--- src/rtl/fp_div_seq.sv ---
// Sequential IEEE-754 single-precision divider, result = a / b.
// Restoring mantissa division at one quotient bit per clock, truncation rounding.
module fp_div_seq (
    input  logic        clk,
    input  logic        reset,
    input  logic        start,
    input  logic [31:0] a,
    input  logic [31:0] b,
    output logic        busy,
    output logic        done,
    output logic [31:0] result,
    output logic        div_by_zero
);

    typedef enum logic [1:0] {
        IDLE   = 2'd0,
        DIVIDE = 2'd1,
        NORM   = 2'd2
    } state_t;

    localparam logic [4:0] LAST_ITER = 5'd24;

    state_t state, state_nx;

    // operand latch
    logic               sign_r;
    logic signed [9:0]  exp_r;
    logic [23:0]        mant_b_r;
    logic [24:0]        r_r;
    logic [24:0]        q_r;
    logic [4:0]         cnt;
    logic               spec_r;
    logic               dz_r;

    // decode of incoming operands
    logic [7:0]         a_exp, b_exp;
    logic               a_zero, b_zero;
    logic signed [9:0]  exp_in;

    // control strobes
    logic               accept;
    logic               iterate;
    logic               finish;

    // datapath
    logic               ge;
    logic [24:0]        r_sub;
    logic [24:0]        r_nx;
    logic signed [9:0]  e_norm;
    logic [22:0]        frac;
    logic [31:0]        res_nx;

    always_comb begin
        a_exp  = a[30:23];
        b_exp  = b[30:23];
        a_zero = (a_exp == 8'd0);
        b_zero = (b_exp == 8'd0);
        exp_in = $signed({2'b00, a_exp}) - $signed({2'b00, b_exp}) + 10'sd127;
    end

    // state register
    always_ff @(posedge clk) begin
        if (reset) state <= IDLE;
        else       state <= state_nx;
    end

    // next-state logic
    always_comb begin
        state_nx = state;
        case (state)
            IDLE: begin
                if (start) state_nx = (a_zero || b_zero) ? NORM : DIVIDE;
            end
            DIVIDE: begin
                if (cnt == LAST_ITER) state_nx = NORM;
            end
            NORM:    state_nx = IDLE;
            default: state_nx = IDLE;
        endcase
    end

    // output / strobe logic
    always_comb begin
        accept  = 1'b0;
        iterate = 1'b0;
        finish  = 1'b0;
        busy    = 1'b0;
        case (state)
            IDLE:   accept = start;
            DIVIDE: begin
                iterate = 1'b1;
                busy    = 1'b1;
            end
            NORM: begin
                finish = 1'b1;
                busy   = 1'b1;
            end
            default: ;
        endcase
    end

    // one restoring step: subtract if it fits, record the bit, shift
    always_comb begin
        ge    = (r_r >= {1'b0, mant_b_r});
        r_sub = ge ? (r_r - {1'b0, mant_b_r}) : r_r;
        r_nx  = {r_sub[23:0], 1'b0};
    end

    // q lands in [2^23, 2^25), so one of the top two bits is always set
    always_comb begin
        if (q_r[24]) begin
            e_norm = exp_r;
            frac   = q_r[23:1];
        end else begin
            e_norm = exp_r - 10'sd1;
            frac   = q_r[22:0];
        end

        if (spec_r) begin
            res_nx = dz_r ? {sign_r, 8'hFF, 23'h0} : {sign_r, 31'h0};
        end else if (e_norm >= 10'sd255) begin
            res_nx = {sign_r, 8'hFF, 23'h0};
        end else if (e_norm <= 10'sd0) begin
            res_nx = {sign_r, 31'h0};
        end else begin
            res_nx = {sign_r, e_norm[7:0], frac};
        end
    end

    always_ff @(posedge clk) begin
        if (reset) begin
            sign_r      <= 1'b0;
            exp_r       <= 10'sd0;
            mant_b_r    <= 24'h0;
            r_r         <= 25'h0;
            q_r         <= 25'h0;
            cnt         <= 5'd0;
            spec_r      <= 1'b0;
            dz_r        <= 1'b0;
            done        <= 1'b0;
            result      <= 32'h0;
            div_by_zero <= 1'b0;
        end else begin
            done <= finish;
            if (accept) begin
                sign_r   <= a[31] ^ b[31];
                exp_r    <= exp_in;
                mant_b_r <= {1'b1, b[22:0]};
                r_r      <= {2'b01, a[22:0]};
                q_r      <= 25'h0;
                cnt      <= 5'd0;
                spec_r   <= a_zero | b_zero;
                dz_r     <= b_zero;
            end
            if (iterate) begin
                q_r <= {q_r[23:0], ge};
                r_r <= r_nx;
                cnt <= cnt + 5'd1;
            end
            if (finish) begin
                result      <= res_nx;
                div_by_zero <= spec_r & dz_r;
            end
        end
    end

endmodule

--- config.mk ---
export PLATFORM = sky130hd
export DESIGN_NAME = fp_div_seq
export DESIGN_NICKNAME = d
export VERILOG_FILES = /design/src/rtl/fp_div_seq.sv
export SDC_FILE = /design/constraint.sdc
export NUM_CORES = 1
export LEC_CHECK = 0
export ABC_AREA = 1
export CAP_MARGIN = 20
export CORE_MARGIN = 2
export CORE_UTILIZATION = 40
export CTS_BUF_LIST = sky130_fd_sc_hd__clkbuf_2
export CTS_CLUSTER_DIAMETER = 100
export DETAILED_ROUTE_END_ITERATION = 8
export PLACE_DENSITY = 0.62
export SLEW_MARGIN = 20
export SYNTH_ARGS = -nofsm -noshare
export SYNTH_HDL_FRONTEND = slang
export SYNTH_SLANG_ARGS = --single-unit
--- constraint.sdc ---
create_clock -name clk -period 5.8 [get_ports clk]
set_clock_uncertainty 0.05 [all_clocks]
set_input_delay 0.58 -clock clk [delete_from_list [all_inputs] [get_ports clk]]
set_output_delay 0.58 -clock clk [all_outputs]
set_load 0.02 [all_outputs]
## Yosys cells after proc, flatten, opt, wreduce, memory -nomap -nowiden

Index checks and enable logic that the tools add are counted.

| word-level totals | value |
|---|---|
| logic and storage cells | 58 |
| output and inout bits | 35 |
| register bits | 128 |

| cells by class | value |
|---|---|
| bitwise logic cells | 3 |
| $lt $le $gt $ge | 3 |
| muxes and demuxes | 21 |
| add/subtract/negate cells | 5 |
| reductions and logical operators | 8 |
| equality and inequality tests | 5 |

Operator list:

| cell | number |
|---|---|
| $mux 31 | 4 |
| $mux 25 | 4 |
| $ge 25x24->1 | 1 |
| $mux 24 | 1 |
| $sub 24x24->24 | 1 |
| $mux 23 | 1 |
| $logic_not 8->1 | 2 |
| $add 9x8->10 const B | 1 |
| $ge 10x9->1 const B | 1 |
| $le 10x1->1 const B | 1 |
| $mux 10 | 1 |
| $mux 5 | 2 |
| $sub 10x2->10 const B | 1 |
| $sub 8x8->9 | 1 |
| $mux 2 | 3 |
| $add 5x1->5 const B | 1 |
| $eq 5x5->1 const B | 1 |
| $mux 1 | 4 |
| $ne 2x2->1 const B | 2 |
| $pmux 2 s2 | 1 |
| $reduce_or 2->1 | 2 |
| $eq 2x1->1 const B | 1 |
| $eq 2x2->1 const B | 1 |
| $logic_not 2->1 | 1 |
| other kinds (6) | 6 |

## Longest topological paths before layout

| logic depth | value |
|---|---|
| word-level depth | 6 |
| depth in mapped cells | 16 |
| depth with buffers taken out | 16 |

## Worst setup path before layout

OpenSTA, ideal clock, no wires.

| path | value |
|---|---|
| path type | input -> register |
| from | in a[23] |
| to | reg exp_r[8] |
| stages on the path | 15 |
| arrival time | 2.098 ns |
| path slack | 3.543 ns |
| required time | 5.640 ns |
| path through | inv_1 -> ha_1 -> inv_1 -> fa_1 -> nand4_1 -> nand3_1 -> or2_2 -> nand2_1 -> nand2_1 -> nor2_1 -> nor2_1 -> nand2_1 -> nand2_1 -> inv_1 -> nor2_1 |

| between the ends | value |
|---|---|
| cells in the longest elaborated chain, start to end | 2 |

Ends and longest elaborated chain:

| element | RTL line | source |
|---|---|---|
| start, declared | 7 | `input logic [31:0] a,` |
| $sub 8x8->9 | 58 | `exp_in = $signed({2'b00, a_exp}) - $signed({2'b00, b_exp}) + 10'sd127;` |
| $add 9x8->10 | 58 |  |
| end signal, assigned | 147 | `exp_r <= exp_in;` |
| end, declared | 27 | `logic signed [9:0] exp_r;` |

Every way passes these cells.
A chain may end at the register's enable or synchronous reset.

## Worst setup path after layout

| path | value |
|---|---|
| from | reg mant_b_r[7] |
| to | reg r_r[23] |

| between the ends | value |
|---|---|
| cells in the longest elaborated chain, start to end | 3 |
| elaborated cells on any way between the ends | 4 |
| classes of those cells | 1 x add/sub; 1 x order compare; 2 x mux |

Ends and longest elaborated chain:

| element | RTL line | source |
|---|---|---|
| start, declared | 28 | `logic [23:0] mant_b_r;` |
| start signal, assigned | 148 | `mant_b_r <= {1'b1, b[22:0]};` |
| $sub 24x24->24 or $ge 25x24->1 (tied branches) | 105, 104 |  |
| $mux 24 (*) | 105 | `r_sub = ge ? (r_r - {1'b0, mant_b_r}) : r_r;` |
| $mux 25 (*) | 155 | `if (iterate) begin` |
| end signal, assigned | 149 | `r_r <= {2'b01, a[22:0]};` |
| end signal, assigned | 157 | `r_r <= r_nx;` |
| end, declared | 29 | `logic [24:0] r_r;` |

Every way passes the cells marked *; elsewhere a longest branch is shown, timed or not.

==> impl_metrics.env <==
export IMPL_drc=0
export IMPL_path_class="flop to flop"
export IMPL_reg2reg_slack_ns=2.76
export IMPL_die_x_um=148
export IMPL_vias=8473
export IMPL_cts_made_buffers=17
export IMPL_worst_skew_pair_late_latency_ns=0.75
export IMPL_routed_wl_mm=22.6
export IMPL_grt_max_degree=89
export IMPL_r2r_cells=13
export IMPL_wire_per_inst_um=13.4
export IMPL_area_growth_pct=17.1
export IMPL_die_area_um2=21800
export IMPL_synth_top_area_share_pct=31.0
export IMPL_critPathMaxFanout=25
export IMPL_initial_utilization_pct=40.8
export IMPL_slowest_stage="nand2_2"
export IMPL_crit_arrival_ns=3.65
export IMPL_multi_input_area_um2=4820
export IMPL_dr_pass1_iters=5
export IMPL_cts_sinks=128
export IMPL_fin_area_um2=9670
export IMPL_slew_viol_final=0
export IMPL_synth_largest_area_cell="dfxtp_1"
export IMPL_placed_area_um2=9440
export IMPL_clk_pin_slew_ns=0.21
export IMPL_holdBufCountCts=0
export IMPL_fp_dieH_um=148
export IMPL_viasPerCell=5.04
export IMPL_rsz0062_at_grt="no"
export IMPL_setup_tns_ns=0
export IMPL_async_reset_ff_share_pct=0
export IMPL_vdd_drop_max_mv=0.314
export IMPL_gp_congestion=0.896
export IMPL_drv_cap=0
export IMPL_synthesis_nets=1435
export IMPL_post_cts_buffers=0
export IMPL_tritoncts="done"
export IMPL_cts_resized=0
export IMPL_r2r_start="mant_b_r[7]"
export IMPL_synth_area_per_cell_um2=6.22
export IMPL_num_rows=52
export IMPL_clk_path_buf_depth=2
export IMPL_fmax_ghz=0.328
export IMPL_fillers=2180
export IMPL_finalCritPeriodShare_pct=52.5
export IMPL_ys_seq_elements=128
export IMPL_synthFlopType="dfxtp_1"
export IMPL_drive_gt1_share_pct=5.60
export IMPL_start_kind="flop"
export IMPL_netlist_area_um2=8250
export IMPL_rr_endpoint="r_r[23]"
export IMPL_crit_start="mant_b_r[7]"
export IMPL_antenna_found_initial=1
export IMPL_grt_pass1_vias=7933
export IMPL_max_stage_delay_ns=0.47
export IMPL_powerDensity_nw_per_um2=509
export IMPL_syn_inst=1327
export IMPL_first_iter_violations=506
export IMPL_cts_htree_levels=4
export IMPL_setup_viol=0
export IMPL_ys_seq_area_share_pct=31.0
export IMPL_holdWs_ns=0.373
export IMPL_ant_nets=0
export IMPL_placeableCoreArea_um2=20200
export IMPL_status="finished clean"
export IMPL_critical_path_required_ns=6.41
export IMPL_regArea_um2=2560
export IMPL_yosys_top_cells_area="dfxtp_1 31%, nand2_1 20%, a21oi_1 8.2%"
export IMPL_yosys_cell_types_count=39
export IMPL_tightest_slew_ns=1.04
export IMPL_hp_class="primary input to flop"
export IMPL_critPathCaptureType="flop"
export IMPL_final_hold_violation_count=0
export IMPL_boundaryPins=102
export IMPL_hpwl_mm=16.2
export IMPL_crit_end="r_r[23]"
export IMPL_nets=1506
export IMPL_max_slew_margin_pct=30.6
export IMPL_grt_remaining_overflow=0
export IMPL_p_leak_nw=4.37
export IMPL_min_period_ns=3.04
export IMPL_root_buffer="clkbuf_2"
export IMPL_grt_pass1_wl_mm=38.2
export IMPL_ys_warn_count=0
export IMPL_grt_util_all_layers_pct=21.3
export IMPL_io_buffers=101
export IMPL_worstPathCellList="inv_1 -> ha_1 -> nand2_1 -> inv_1 -> nand2_1 -> nand2_1 -> inv_1 -> nand3_1 -> nand2_2 -> nand3_4 -> nand2_2 -> o21ai_0 -> a21oi_1"
export IMPL_synth_edf_count=0
## layout make-up
cell class	instances	area share (%)
tap	270	3.50
multi-input combinational	972	49.9
antenna	1	0.0259
sequential	128	26.5
inverter	171	6.64
timing repair buffer	108	11.1
clock buffer	17	0.880
clock inverter	15	1.48
## placed cells by master, fill, tap and decap left out, types with 3 or more instances in the layout
cell,netlist,routed
o21ai_0,60,60
nand3b_1,4,4
buf_4,0,6
or2_2,11,11
nor3_1,14,14
clkinv_1,1,5
ha_1,39,38
nor2_2,12,12
nand4_1,41,41
inv_2,4,4
a211oi_1,3,3
nand2_2,3,4
nand3_2,3,3
clkinvlp_4,0,3
clkdlybuf4s50_1,0,100
dfxtp_1,128,128
inv_1,166,166
xor2_1,9,9
a21oi_1,135,135
o21bai_1,3,3
nor4_1,4,4
nand2_1,435,434
nor2_1,93,92
o211ai_1,13,13
clkbuf_2,0,17
nand3_1,70,70
xnor2_1,5,5
## layer usage
layer | up-vias | track usage, % | share of wire [%]
li1 | 4407 | - | -
met1 | 3868 | 29.4 | 50
met2 | 169 | 34.1 | 45
met3 | 29 | 3.52 | 4.5
met4 | 0 | 6.20 | 1.4
met5 | - | 0 | 0
## per-stage QoR
step	total power [mW]	instances	setup slack [ns]	util, %
6_report	4.92	1682	2.76	47.8
5_1_grt	5.46	1682	2.37	47.8
3_5_place_dp	4.37	1649	2.81	46.6
4_1_cts	4.93	1681	2.75	47.8
2_1_floorplan	3.61	1327	3.54	-
3_3_place_gp	4.31	1648	2.45	46.5
## how the worst min path moves through the flow
stage | startpoint | end | depth (start not counted)
floorplan | mant_b_r[10] | mant_b_r[10] | 2
global placement | mant_b_r[16] | mant_b_r[16] | 2
detailed placement | mant_b_r[23] | mant_b_r[23] | 2
CTS | b[10] | mant_b_r[10] | 3
global route | b[7] | mant_b_r[7] | 3
finish | b[10] | mant_b_r[10] | 3
## cells in the mapped netlist, drive strengths merged (16+ instances only)
cell    count
a21oi     136
clkbuf     43
dfxtp     128
ha         39
inv       170
nand2     438
nand3      74
nand4      41
nor2      106
nor3       16
o21ai      62
## state kept, by name, summed over array words and instances, names as in the netlist
name         cells
done             1
q_r             25
sign_r           1
exp_r           10
dz_r             1
result          32
r_r             25
state            2
div_by_zero      1
mant_b_r        24
spec_r           1
cnt              5
## power breakdown
part / internal [mW] / switching [mW]
sequential: 1.05 / 0.115
combinational: 1.04 / 2.16
clock: 0.194 / 0.360
## cells by family (layout without fill, tap and decap cells)
kind of cell    after synthesis  in the layout  share of synthesized area, %
fa+ha+maj                    41             41                          6.40
buf+inv                     227            311                          10.7
compound gates              221            221                          14.3
other cells                   0              1                             0
xor+xnor                     15             15                          1.68
flops                       128            128                          31.0
simple gates                695            695                          35.9
## worst max-delay path: cells and delay by family (launching register included)
| family | cells | cell delay (ns) |
|---|---|---|
| compound gates | 2 | 0.33 |
| fa+ha+maj | 1 | 0.35 |
| buf+inv | 3 | 0.18 |
| simple gates | 7 | 1.68 |
| flops | 1 | 0.36 |
No activity file was read; power rests on OpenSTA's default activity.
